--- src/rtl/bomber_pkg.sv ---
// ---------------------------------------------------------------------------
// bomber_pkg
//   Shared types and default constants for the bomber life controller.
//   - life_state_t : game state of the bomber life FSM
//   - DEF_*        : default lives / frame-count parameter values
//   - max_int      : helper used to size the frame counters
// ---------------------------------------------------------------------------
package bomber_pkg;

  typedef enum logic [1:0] {
    IDLE       = 2'd0,
    PLAY       = 2'd1,
    INVINCIBLE = 2'd2,
    GAME_OVER  = 2'd3
  } life_state_t;

  localparam int DEF_INIT_LIVES   = 3;
  localparam int DEF_LIVES_W      = 3;
  localparam int DEF_INV_FRAMES   = 90;
  localparam int DEF_BLINK_FRAMES = 8;

  function automatic int max_int(input int a, input int b);
    return (a > b) ? a : b;
  endfunction

endpackage

--- src/rtl/frame_sticky_flag.sv ---
// ---------------------------------------------------------------------------
// frame_sticky_flag
//   Remembers whether an input was seen at any point during the current
//   video frame. The effective flag includes the current input, so a hit in
//   the clear cycle itself still counts toward the frame being closed.
// Ports
//   clk      in  1  system clock
//   reset    in  1  synchronous, active-high reset
//   set      in  1  raw event input, OR-accumulated every cycle
//   clear    in  1  end-of-frame (or restart) clear
//   flag_eff out 1  accumulated flag OR current input
// ---------------------------------------------------------------------------
module frame_sticky_flag (
  input  logic clk,
  input  logic reset,
  input  logic set,
  input  logic clear,
  output logic flag_eff
);

  logic flag_q;
  logic flag_d;

  always_comb begin
    flag_eff = flag_q | set;
    flag_d   = clear ? 1'b0 : (flag_q | set);
  end

  always_ff @(posedge clk) begin
    if (reset) flag_q <= 1'b0;
    else       flag_q <= flag_d;
  end

endmodule

--- src/rtl/bomber_life_ctrl.sv ---
// ---------------------------------------------------------------------------
// bomber_life_ctrl
//   Turns per-pixel bomber collision flags into game state. Collisions are
//   accumulated over a video frame and evaluated once at startOfFrame; all
//   effects appear on the registered outputs one cycle later.
// Ports
//   clk                          in   1        system clock
//   reset                        in   1        synchronous, active-high reset
//   startOfFrame                 in   1        one-cycle pulse per video frame
//   game_start                   in   1        one-cycle start/restart pulse
//   collission_bomber_wall       in   1        bomber overlaps wall
//   collission_bomber_mine       in   1        bomber overlaps enemy
//   collission_bomber_explosion  in   1        bomber overlaps explosion
//   lives                        out  LIVES_W  remaining lives
//   bomber_hit                   out  1        one-cycle pulse when a life is lost
//   wall_block                   out  1        wall touched during previous frame
//   invincible                   out  1        invincibility window active
//   bomber_visible               out  1        drawing enable (blinks when invincible)
//   game_over                    out  1        game over state
// ---------------------------------------------------------------------------
module bomber_life_ctrl
  import bomber_pkg::*;
#(
  parameter int INIT_LIVES   = DEF_INIT_LIVES,
  parameter int LIVES_W      = DEF_LIVES_W,
  parameter int INV_FRAMES   = DEF_INV_FRAMES,
  parameter int BLINK_FRAMES = DEF_BLINK_FRAMES
) (
  input  logic               clk,
  input  logic               reset,
  input  logic               startOfFrame,
  input  logic               game_start,
  input  logic               collission_bomber_wall,
  input  logic               collission_bomber_mine,
  input  logic               collission_bomber_explosion,
  output logic [LIVES_W-1:0] lives,
  output logic               bomber_hit,
  output logic               wall_block,
  output logic               invincible,
  output logic               bomber_visible,
  output logic               game_over
);

  localparam int CNT_W = $clog2(max_int(INV_FRAMES, BLINK_FRAMES) + 1);

  localparam logic [LIVES_W-1:0] LIVES_INIT = LIVES_W'(INIT_LIVES);
  localparam logic [CNT_W-1:0]   INV_LAST   = CNT_W'(INV_FRAMES - 1);
  localparam logic [CNT_W-1:0]   BLINK_LAST = CNT_W'(BLINK_FRAMES - 1);

  life_state_t        state_q, state_d;
  logic [LIVES_W-1:0] lives_q, lives_d;
  logic [CNT_W-1:0]   inv_cnt_q, inv_cnt_d;
  logic [CNT_W-1:0]   blink_cnt_q, blink_cnt_d;
  logic               hit_q, hit_d;
  logic               wall_block_q, wall_block_d;
  logic               visible_q, visible_d;
  logic               invincible_q, invincible_d;
  logic               game_over_q, game_over_d;

  logic wall_eff;
  logic dmg_eff;
  logic flag_clear;

  // A restart also wipes anything accumulated in the current frame.
  assign flag_clear = startOfFrame | game_start;

  frame_sticky_flag u_wall_flag (
    .clk      (clk),
    .reset    (reset),
    .set      (collission_bomber_wall),
    .clear    (flag_clear),
    .flag_eff (wall_eff)
  );

  // Mine and explosion share one flag so both in a frame cost one life.
  frame_sticky_flag u_dmg_flag (
    .clk      (clk),
    .reset    (reset),
    .set      (collission_bomber_mine | collission_bomber_explosion),
    .clear    (flag_clear),
    .flag_eff (dmg_eff)
  );

  always_comb begin
    state_d      = state_q;
    lives_d      = lives_q;
    inv_cnt_d    = inv_cnt_q;
    blink_cnt_d  = blink_cnt_q;
    hit_d        = 1'b0;
    wall_block_d = wall_block_q;
    visible_d    = visible_q;

    if (game_start) begin
      // Restart wins over any damage evaluation in the same cycle.
      state_d      = PLAY;
      lives_d      = LIVES_INIT;
      inv_cnt_d    = '0;
      blink_cnt_d  = '0;
      wall_block_d = 1'b0;
      visible_d    = 1'b1;
    end else begin
      unique case (state_q)
        IDLE: begin
          wall_block_d = 1'b0;
          visible_d    = 1'b1;
        end
        PLAY: begin
          if (startOfFrame) begin
            wall_block_d = wall_eff;
            if (dmg_eff) begin
              if (lives_q != '0) begin
                lives_d = lives_q - LIVES_W'(1);
                hit_d   = 1'b1;
              end
              if (lives_q <= LIVES_W'(1)) begin
                state_d = GAME_OVER;
              end else begin
                state_d     = INVINCIBLE;
                inv_cnt_d   = INV_LAST;
                blink_cnt_d = '0;
              end
            end
          end
        end
        INVINCIBLE: begin
          if (startOfFrame) begin
            wall_block_d = wall_eff;
            if (inv_cnt_q == '0) begin
              state_d     = PLAY;
              blink_cnt_d = '0;
              visible_d   = 1'b1;
            end else begin
              inv_cnt_d = inv_cnt_q - CNT_W'(1);
              if (blink_cnt_q >= BLINK_LAST) begin
                blink_cnt_d = '0;
                visible_d   = ~visible_q;
              end else begin
                blink_cnt_d = blink_cnt_q + CNT_W'(1);
              end
            end
          end
        end
        GAME_OVER: begin
          wall_block_d = 1'b0;
          lives_d      = '0;
          visible_d    = 1'b1;
        end
        default: begin
          state_d = IDLE;
        end
      endcase
    end

    // Status outputs track the state being entered so they stay registered.
    invincible_d = (state_d == INVINCIBLE);
    game_over_d  = (state_d == GAME_OVER);
  end

  always_ff @(posedge clk) begin
    if (reset) begin
      state_q      <= IDLE;
      lives_q      <= LIVES_INIT;
      inv_cnt_q    <= '0;
      blink_cnt_q  <= '0;
      hit_q        <= 1'b0;
      wall_block_q <= 1'b0;
      visible_q    <= 1'b1;
      invincible_q <= 1'b0;
      game_over_q  <= 1'b0;
    end else begin
      state_q      <= state_d;
      lives_q      <= lives_d;
      inv_cnt_q    <= inv_cnt_d;
      blink_cnt_q  <= blink_cnt_d;
      hit_q        <= hit_d;
      wall_block_q <= wall_block_d;
      visible_q    <= visible_d;
      invincible_q <= invincible_d;
      game_over_q  <= game_over_d;
    end
  end

  assign lives          = lives_q;
  assign bomber_hit     = hit_q;
  assign wall_block     = wall_block_q;
  assign invincible     = invincible_q;
  assign bomber_visible = visible_q;
  assign game_over      = game_over_q;

endmodule

--- config.mk ---
export PLATFORM = sky130hd
export DESIGN_NAME = bomber_life_ctrl
export DESIGN_NICKNAME = d
export VERILOG_FILES = /design/src/rtl/bomber_pkg.sv /design/src/rtl/frame_sticky_flag.sv /design/src/rtl/bomber_life_ctrl.sv
export SDC_FILE = /design/constraint.sdc
export NUM_CORES = 1
export LEC_CHECK = 0
export ABC_AREA = 1
export CORE_MARGIN = 2
export CORE_UTILIZATION = 50
export DETAILED_ROUTE_END_ITERATION = 10
export PLACE_DENSITY_LB_ADDON = 0.08
export SLEW_MARGIN = 20
export SYNTH_ARGS = -nofsm -noshare
export SYNTH_HDL_FRONTEND = slang
export SYNTH_SLANG_ARGS = --single-unit
export TNS_END_PERCENT = 5
--- constraint.sdc ---
create_clock -name clk -period 1.53 [get_ports clk]
set_clock_uncertainty 0.1 [all_clocks]
set_input_delay 0.3825 -clock clk [delete_from_list [all_inputs] [get_ports clk]]
set_output_delay 0.3825 -clock clk [all_outputs]
set_load 0.01 [all_outputs]
==> run metrics <==
share of the yosys chip area belonging to registers 0.3592; Antenna diodes 0; data arrival at the endpoint of the critical path 1.71 ns; first-pass GRT wire length 5257 um; total power per unit cell area 744.1 mW/mm^2; overall global routing resource usage 0.2008; total CTS buffers 3; setup slack of the worst register-to-register path -0.05 ns; area fraction of the dominant cell type after synthesis 0.3592; Worst IR Drop VDD 0.5849 mV; number of cells in the finished layout apart from fillers 271; area fraction in and, or, nand and nor cells after synthesis 0.3679; maximum number of pins on one net before global-route repair 15; Synth area leader dfxtp_1; total of endpoints with negative setup slack in the final report 13; Post-Route Hold Slack 0.3529 ns; H-tree depth 1; Post-Synth Adder-Cell Area 0.06908; total congestion overflow after global routing 0; CP Capture Type register; worst-case headroom to the max-slew limit 0.8353; Placement Setup Slack -0.3409 ns; critical path required time 1.66 ns; floorplan die area 0.003344 mm^2; area inside the core boundary 0.002758 mm^2; number of routed nets with antenna violations 0; switching power total 390.0 uW; PnR worst setup slack -0.05226 ns; distinct cell type count after synthesis 28; Post-Syn Area 0.001449 mm^2; LEAKAGE 0.8644 nW; Total Nets Final 256; vias in the first global route 1349; Clock Sinks 26; dominant combinational cell family by area after synthesis simple AND/OR/NAND/NOR gates; most prevalent standard cell on the critical path nor2_2; kind of critical path reg -> reg; minimum clock period 1.582 ns; Fmax 632.0 MHz; Compound-Gate Fraction of Synth Area 0.1054; setup repair after global routing missed its margin yes; drt pass-1 iters 4; relative area change from synthesis to final layout 27.20%; final weighted congestion in routability-driven placement 0.8372; r2r startpoint inv_cnt_q[0]; initial cell density of the core 0.5254; clock tree from TritonCTS built; quantity of hold-fixing buffers added after cts 0; number of rows in the core area 19; transition time of the tightest slew-check pin 0.2461 ns; final hold violation count 0; wirelength, routed 3091 um; count of final max-slew check failures 0; Area contributors post-synth dfxtp_1 (36%), nand2_1 (13%), inv_1 (7.0%); estimated wirelength of the detail-placed design 2401 um; average cell area after synthesis 7.137 um^2; status finished with violations; number of buffers inserted by port buffering 14; delay of the slowest cell on the worst path 0.35 ns; failing checks setup timing; type of the most critical hold path reg -> reg; routed wire length per instance 11.41 um; DR vias/cell 5.100; critical path peak fanout 7; net count after synthesis 218; fill cell count 264; flops & latches, synth 26; Combinational Power Share 0.226; height of the die 57.83 um; synthesized instance count 203; total power of the final layout 1.371 mW; maximum buffer depth of the clock tree 2; Worst Setup SP inv_cnt_q[0]; period utilisation layout 1.034; number of antenna violations at the first check in global routing 0; max-cap violation count 0; buffer type at the clock tree root clkbuf_4; Yosys warning total 0; DR iter-0 viols 45; switching portion of total power 0.2844; x dimension of the die 57.83 um; I/O pin cnt 15; DRC errors left 0; xor and xnor area share after synthesis 0.006045; power share of the sequential group 0.519; clock-pin slew on the worst setup and hold paths 0.14 ns; share of cells above drive strength 1 0.2625; kind of start point of the critical path register; Power Internal 981.4 uW; post-synthesis mux area share 0; min-delay src blink_cnt_q[6]; insertion delay of the later-clocked pin in the worst-skew pair 0.32 ns; Placed Cells incl. Taps 266; Max stage delay cell, worst path dfxtp_2; via count 1382; series of cell instances along the critical path inv_1, ha_1, inv_1, nor2_2, nand3_2, nor2_2, nor2_2, nand2_2, nand2_1, nand2_1, nor2_1; Clock Power Share 0.255
==> routing by layer <==
layer	wire (um)	global-route usage	up-vias	part of all wire
met5	0	0	-	0
met4	69	0.09967	0	0.022
met3	76	0.02232	7	0.025
met2	1584	0.3588	26	0.51
met1	1361	0.2370	636	0.44
li1	-	-	713	-
==> area by class of cell <==
type	instances	area, um^2	area share
multi-input cells	146	838.3	0.4549
inverters	28	110.1	0.05974
repair buffers	36	291.5	0.1582
clock buffers	4	36.28	0.01969
flip-flops and latches	26	528.0	0.2865
well taps	31	38.79	0.02105
==> worst max-delay path: cells and delay by family (launching register included) <==
kind          cells  cell delay [ns]
flops             1             0.35
buf+inv           2             0.14
simple gates      8             0.72
fa+ha+maj         1             0.17
==> cells in the final DEF (no fill, tap or decap), types with 2 or more instances in the layout <==
master / netlist / routed
nand2_2: 1 / 3
a21oi_1: 6 / 5
nor2_2: 3 / 6
buf_4: 2 / 22
ha_1: 8 / 6
nand2_1: 52 / 50
dlygate4sd2_1: 0 / 7
clkbuf_4: 0 / 3
dfxtp_1: 26 / 20
clkdlybuf4s50_1: 0 / 6
nor3_1: 5 / 4
nor2_4: 2 / 3
a21oi_2: 6 / 7
inv_1: 27 / 26
nand3_1: 14 / 14
o211ai_1: 2 / 2
or2_2: 3 / 3
o21ai_0: 4 / 3
o21bai_1: 3 / 3
dfxtp_2: 0 / 6
o21ai_1: 1 / 2
nor2_1: 26 / 22
nand4_1: 3 / 3
==> sequential cells by signal (all words and copies together) (netlist names), 2 cells and up <==
register	flops
state_q	2
blink_cnt_q	7
inv_cnt_q	7
lives	3
==> power groups by stage <==
stage | sequential, mW | clock [mW] | combinational [mW]
after global routing | 0.715 | 0.384 | 0.346
after CTS | 0.712 | 0.360 | 0.301
after global placement | 0.725 | 0 | 0.293
after floorplan | 0.726 | 0 | 0.188
after detailed placement | 0.726 | 0 | 0.300
final | 0.712 | 0.349 | 0.310
==> Yosys cell counts <==
master / count
buf_4: 2
inv_4: 1
buf_6: 1
a21oi_1: 6
o21ai_1: 1
inv_1: 27
dfxtp_1: 26
nor3_1: 5
or2_1: 1
o21bai_1: 3
nand3_2: 1
nor2_2: 3
nand4_1: 3
nor2_1: 26
o21ai_0: 4
ha_1: 8
or2_2: 3
o31ai_1: 1
nor2_4: 2
a21oi_2: 6
nand3_1: 14
o211ai_1: 2
xnor2_1: 1
nand2_2: 1
nand3_4: 1
nand2_1: 52
and3_1: 1
nor2_8: 1
==> cell families after synthesis <==
family	after synthesis
AND/OR/NAND/NOR	114
buffers and inverters	31
flip-flops	26
AO/OA/AOI/OAI	23
adder cells (fa/ha/maj)	8
XOR/XNOR	1
==> path summary, 6_finish.rpt <==
check | to | cells past startpoint
worst max register to register | inv_cnt_q[1] | 11
worst min register to register | blink_cnt_q[6] | 2
worst min-delay path | blink_cnt_q[6] | 2
worst max-delay path | inv_cnt_q[1] | 11
==> through the flow <==
step | setup TNS (ns) | instance area [um^2] | util
3_3_place_gp | -6.054 | 1782 | 0.6461
6_report | -0.3497 | 1843 | 0.6683
3_5_place_dp | -6.620 | 1782 | 0.6461
5_1_grt | -2.225 | 1843 | 0.6683
2_1_floorplan | 0 | 1471 | -
4_1_cts | -0.3157 | 1827 | 0.6624
==> repair_timing <==
action                     4_1_cts  5_1_grt
resized for setup               16        8
buffers inserted                 0        1
setup endpoints to repair       26       23
pin swaps                        5        4
No activity file was read; power rests on OpenSTA's default activity.
